==> src/rtl/pc_mux_pkg.sv <==
// pc_mux_pkg: shared types and constants for the RAT MCU next-PC selector.
//   pc_sel_t      encoding of the PC_MUX_SEL source select
//   PC_WIDTH      program-counter address width
//   PC_INTR_ADDR  interrupt vector address
//   PC_ZERO_ADDR  reset vector address
package pc_mux_pkg;

  typedef enum logic [1:0] {
    PC_SEL_IMMED = 2'd0,
    PC_SEL_STACK = 2'd1,
    PC_SEL_INTR  = 2'd2,
    PC_SEL_ZERO  = 2'd3
  } pc_sel_t;

  localparam int               PC_WIDTH     = 10;
  localparam logic [PC_WIDTH-1:0] PC_INTR_ADDR = 10'h3FF;
  localparam logic [PC_WIDTH-1:0] PC_ZERO_ADDR = 10'h000;

endpackage

==> src/rtl/pc_mux_sat_cnt.sv <==
// pc_mux_sat_cnt: saturating up-counter used for PC source tracing.
// Only compiled when PC_MUX_TRACE_EN is defined, since nothing else uses it.
//   clk  in   1      rising-edge clock
//   rst  in   1      asynchronous active-high reset, clears the count
//   en   in   1      count enable
//   cnt  out  CNT_W  current count, holds at all-ones
`ifdef PC_MUX_TRACE_EN
module pc_mux_sat_cnt #(
  parameter int CNT_W = 16
) (
  input  logic             clk,
  input  logic             rst,
  input  logic             en,
  output logic [CNT_W-1:0] cnt
);

  logic [CNT_W-1:0] cnt_d;
  logic [CNT_W-1:0] cnt_q;

  always_comb begin
    cnt_d = cnt_q;
    if (en && (cnt_q != {CNT_W{1'b1}})) begin
      cnt_d = cnt_q + 1'b1;
    end
  end

  always_ff @(posedge clk or posedge rst) begin
    if (rst) begin
      cnt_q <= '0;
    end else begin
      cnt_q <= cnt_d;
    end
  end

  assign cnt = cnt_q;

endmodule
`endif

==> src/rtl/pc_mux.sv <==
// pc_mux: next-PC source selector between the control unit and the PC register.
// DIN is purely combinational; DIN_Q / SEL_Q / INTR_TAKEN are a one-cycle
// delayed shadow of the selection for the control unit and debug logic.
// Optional macro PC_MUX_TRACE_EN adds four 16-bit saturating usage counters.
//   CLK         in   1      rising-edge clock
//   RST         in   1      asynchronous active-high reset (shadows only)
//   FROM_IMMED  in   WIDTH  branch/jump immediate target
//   FROM_STACK  in   WIDTH  return address from the stack
//   PC_MUX_SEL  in   2      source select (pc_sel_t encoding)
//   DIN         out  WIDTH  selected next-PC, combinational
//   DIN_Q       out  WIDTH  DIN registered
//   SEL_Q       out  2      PC_MUX_SEL registered
//   INTR_TAKEN  out  1      registered (PC_MUX_SEL == interrupt)
//   CNT_IMMED/CNT_STACK/CNT_INTR/CNT_ZERO  out 16  (PC_MUX_TRACE_EN only)
module pc_mux
  import pc_mux_pkg::*;
#(
  parameter int               WIDTH     = PC_WIDTH,
  parameter logic [WIDTH-1:0] INTR_ADDR = PC_INTR_ADDR,
  parameter logic [WIDTH-1:0] ZERO_ADDR = PC_ZERO_ADDR
) (
  input  logic             CLK,
  input  logic             RST,
  input  logic [WIDTH-1:0] FROM_IMMED,
  input  logic [WIDTH-1:0] FROM_STACK,
  input  logic [1:0]       PC_MUX_SEL,
  output logic [WIDTH-1:0] DIN,
  output logic [WIDTH-1:0] DIN_Q,
  output logic [1:0]       SEL_Q,
  output logic             INTR_TAKEN
`ifdef PC_MUX_TRACE_EN
  ,
  output logic [15:0]      CNT_IMMED,
  output logic [15:0]      CNT_STACK,
  output logic [15:0]      CNT_INTR,
  output logic [15:0]      CNT_ZERO
`endif
);

  logic [WIDTH-1:0] din_sh_d;
  logic [WIDTH-1:0] din_sh_q;
  logic [1:0]       sel_sh_d;
  logic [1:0]       sel_sh_q;
  logic             intr_d;
  logic             intr_q;

  // An unknown select falls into the default branch so the PC heads to the
  // reset vector rather than propagating X.
  always_comb begin
    DIN = ZERO_ADDR;
    case (PC_MUX_SEL)
      PC_SEL_IMMED: DIN = FROM_IMMED;
      PC_SEL_STACK: DIN = FROM_STACK;
      PC_SEL_INTR:  DIN = INTR_ADDR;
      PC_SEL_ZERO:  DIN = ZERO_ADDR;
      default:      DIN = ZERO_ADDR;
    endcase
  end

  // Level-based, not edge-detected: consecutive interrupt selects keep it high.
  always_comb begin
    din_sh_d = DIN;
    sel_sh_d = PC_MUX_SEL;
    intr_d   = (PC_MUX_SEL == PC_SEL_INTR);
  end

  // ---- shadow register stage ----
  always_ff @(posedge CLK or posedge RST) begin
    if (RST) begin
      din_sh_q <= '0;
      sel_sh_q <= '0;
      intr_q   <= 1'b0;
    end else begin
      din_sh_q <= din_sh_d;
      sel_sh_q <= sel_sh_d;
      intr_q   <= intr_d;
    end
  end

  assign DIN_Q      = din_sh_q;
  assign SEL_Q      = sel_sh_q;
  assign INTR_TAKEN = intr_q;

`ifdef PC_MUX_TRACE_EN
  pc_mux_sat_cnt #(.CNT_W(16)) u_cnt_immed (
    .clk (CLK),
    .rst (RST),
    .en  (PC_MUX_SEL == PC_SEL_IMMED),
    .cnt (CNT_IMMED)
  );

  pc_mux_sat_cnt #(.CNT_W(16)) u_cnt_stack (
    .clk (CLK),
    .rst (RST),
    .en  (PC_MUX_SEL == PC_SEL_STACK),
    .cnt (CNT_STACK)
  );

  pc_mux_sat_cnt #(.CNT_W(16)) u_cnt_intr (
    .clk (CLK),
    .rst (RST),
    .en  (PC_MUX_SEL == PC_SEL_INTR),
    .cnt (CNT_INTR)
  );

  pc_mux_sat_cnt #(.CNT_W(16)) u_cnt_zero (
    .clk (CLK),
    .rst (RST),
    .en  (PC_MUX_SEL == PC_SEL_ZERO),
    .cnt (CNT_ZERO)
  );
`endif

endmodule

==> config.mk <==
export PLATFORM = sky130hd
export DESIGN_NAME = pc_mux
export DESIGN_NICKNAME = d
export VERILOG_FILES = /design/src/rtl/pc_mux_pkg.sv /design/src/rtl/pc_mux_sat_cnt.sv /design/src/rtl/pc_mux.sv
export SDC_FILE = /design/constraint.sdc
export NUM_CORES = 1
export LEC_CHECK = 0
export CAP_MARGIN = 10
export CELL_PAD_IN_SITES_DETAIL_PLACEMENT = 1
export CELL_PAD_IN_SITES_GLOBAL_PLACEMENT = 1
export CORE_MARGIN = 2
export CORE_UTILIZATION = 21
export CTS_BUF_LIST = sky130_fd_sc_hd__clkbuf_2
export DETAILED_ROUTE_END_ITERATION = 6
export PLACE_DENSITY_LB_ADDON = 0.1
export SKIP_CTS_REPAIR_TIMING = 1
export SYNTH_ARGS = -nofsm -noshare
export SYNTH_HDL_FRONTEND = slang
export SYNTH_HIERARCHICAL = 1
export SYNTH_SLANG_ARGS = --single-unit
==> constraint.sdc <==
create_clock -name CLK -period 0.9 [get_ports CLK]
set_input_delay 0.18 -clock CLK [delete_from_list [all_inputs] [get_ports CLK]]
set_output_delay 0.18 -clock CLK [all_outputs]
set_load 0.02 [all_outputs]
==> results_dict.tcl <==
set metrics [dict create \
    status "complete, but fails checks" \
    failed_checks "negative setup slack" \
    syn_area_um2 493.0 \
    async_reset_ff_frac 1.000 \
    crit_slowest_cell "buf_8" \
    final_area_mm2 0.001389 \
    clock_sinks 13 \
    drt_iter0_markers 0 \
    hold_violations 0 \
    p_switching_uw 509.8 \
    fin_util 0.6278 \
    synth_top_area_cell "dfrtp_1" \
    synth_nets 63 \
    worstMarginPinSlew_ns 0.2791 \
    grt_usage 0.1347 \
    cp-end-kind "primary output" \
    seqPwrFrac 0.404 \
    synth_warnings 6 \
    leakagePower_nw 0.7603 \
    ys_ff_latch 13 \
    netSwitchingFraction 0.3181 \
    antenna_found_initial 0 \
    power.density_mw_per_mm2 1154 \
    hold_class "in2reg" \
    synth_seq_area_share 0.6599 \
    n_antenna_cell 0 \
    grt_pass1_vias 581 \
    synth_cell_types 9 \
    synth_area_leaders "dfrtp_1, o2bb2ai_1, nor2_1" \
    avgViaCountPerCell 4.442 \
    grt_pass1_wl_um 2628 \
    relSlewSlack 0.8139 \
    post_drt_wl_per_cell_um 15.33 \
    synth_most_common_cell "dfrtp_1" \
    maxCapViolations 0 \
    yosysTopAreaCellShare 0.6599 \
    grt.overflow.total 0 \
    synth-edff-count 0 \
    crit_chain "buf_8, nor2b_4, buf_8, o2bb2ai_4, buf_6" \
    cts_buffer_depth 2 \
    critPathLaunchType "input port" \
    syn2layout_area_growth_pct 181.7 \
    ant_nets 0 \
    rsz0062_at_grt "true" \
    ys_top_cells_by_count "dfrtp_1, nor2_1, o2bb2ai_1" \
    gp_congestion 0.7482 \
    path_max_fanout 6 \
    h-tree-depth 1 \
    syn_inst 39 \
    die_area_mm2 0.002751 \
    p_int_mw 1.093 \
    fin_cells 129 \
    arrival_ns 0.87 \
    slew_violations 0 \
    port_buffers 46 \
    rows 17 \
    p_comb_frac 0.393 \
    finalWorstSetupSlack_ns -0.1498 \
    floorplan.initialDensity 0.2229 \
    crit_required_ns 0.72 \
    period_share 1.166 \
    critPathMostFrequentCell "buf_8" \
    nFillCells 220 \
    synth_flop_cell "dfrtp_1" \
    hpwl_um 1337 \
    ctsRootBufferMaster "clkbuf_2" \
    final_nets 126 \
    clk_pin_slew_worst_paths_ns 0.12 \
    dieWidth_um 52.45 \
    clkPwrFrac 0.203 \
    totalPowerFinal_mw 1.603 \
    core_mm2 0.002212 \
    setup_viol 23 \
    die_y_um 52.45 \
    cts_buffers 3 \
    critPathKind "in2out" \
    pre_cts_ws_ns -1.071 \
    grt_max_degree 14 \
    wirelength_um 1977 \
    layout-drive-gt1-share 0.6337 \
    drc 0 \
    num_vias 573 \
    fmax_mhz 952.5 \
    pin_count 47 \
    drt-pass1-iter-count 1 \
    tritoncts "done" \
    placed_area_mm2 0.001091 \
    dpl.cell_count 121 \
    synth_area_per_cell_um2 12.64 \
    period_needed_ns 1.050 \
    ir_drop_v 0.0007247 \
    slowest_delay_ns 0.17 \
]
critical path, delay by kind of cell:
kind	cells	cell delay, ns
buf+inv	3	0.41
compound gates	1	0.14
simple gates	1	0.14
power by group through the flow:
| stage | clock network (mW) | registers, mW | logic [mW] |
|---|---|---|---|
| global placement | 0 | 0.648 | 0.513 |
| detailed placement | 0 | 0.651 | 0.518 |
| floorplan | 0 | 0.705 | 0.135 |
| global route | 0.381 | 0.651 | 0.666 |
| CTS | 0.329 | 0.639 | 0.520 |
| finish | 0.325 | 0.648 | 0.631 |
layout make-up:
| type | count | area [um2] | area share |
|---|---|---|---|
| multi-input cells | 22 | 322.8 | 0.2324 |
| well taps | 28 | 35.03 | 0.02523 |
| flip-flops and latches | 13 | 325.3 | 0.2342 |
| clock buffers | 4 | 20.02 | 0.01441 |
| inverters | 1 | 3.754 | 0.002703 |
| repair buffers | 61 | 681.9 | 0.4910 |
state kept, by name, summed over array words and instances, names as in the netlist:
| name | flops |
|---|---|
| INTR_TAKEN | 1 |
| SEL_Q | 2 |
| DIN_Q | 10 |
per-stage QoR:
stage	hold WS [ns]	TNS, ns
4_1_cts	0.1828	-17.87
2_1_floorplan	0.05696	-0.1169
3_3_place_gp	0.5018	-16.38
6_report	0.1559	-2.566
3_5_place_dp	0.5048	-16.79
5_1_grt	0.1199	-3.635
layout by cell type, fill, tap and decap left out:
cell type and count:
buf_4 12, clkdlybuf4s50_1 1, nor2_1 1, nor2b_4 1, dfrtp_1 13, inv_1 1
nor2b_1 1, o2bb2ai_4 7, nor2_2 8, nor2_4 1, o2bb2ai_2 3, clkbuf_2 4
buf_12 1, buf_8 2, buf_6 25, dlymetal6s2s_1 20
routing by layer:
metal,vias up,track usage,share of wire
li1,257,-,-
met1,285,0.1489,0.35
met2,28,0.2375,0.56
met3,3,0.05143,0.068
met4,0,0.03846,0.016
met5,-,0,0
path summary, 6_finish.rpt:
check,start,to,cells past startpoint
max in group asynchronous,RST,DIN_Q[1]$_DFF_PP0_,3
min in group asynchronous,RST,DIN_Q[9]$_DFF_PP0_,3
worst min-delay path,PC_MUX_SEL[1],SEL_Q[1]$_DFF_PP0_,2
worst max-delay path,PC_MUX_SEL[1],DIN[8],5
kinds of logic after synthesis:
family / Yosys count / share of synthesized area
AOI/OAI and AO/OA: 10 / 0.1777
buffers and inverters: 4 / 0.05582
DFF: 13 / 0.6599
and+or+nand+nor: 12 / 0.1066
No activity file was read; power rests on OpenSTA's default activity.
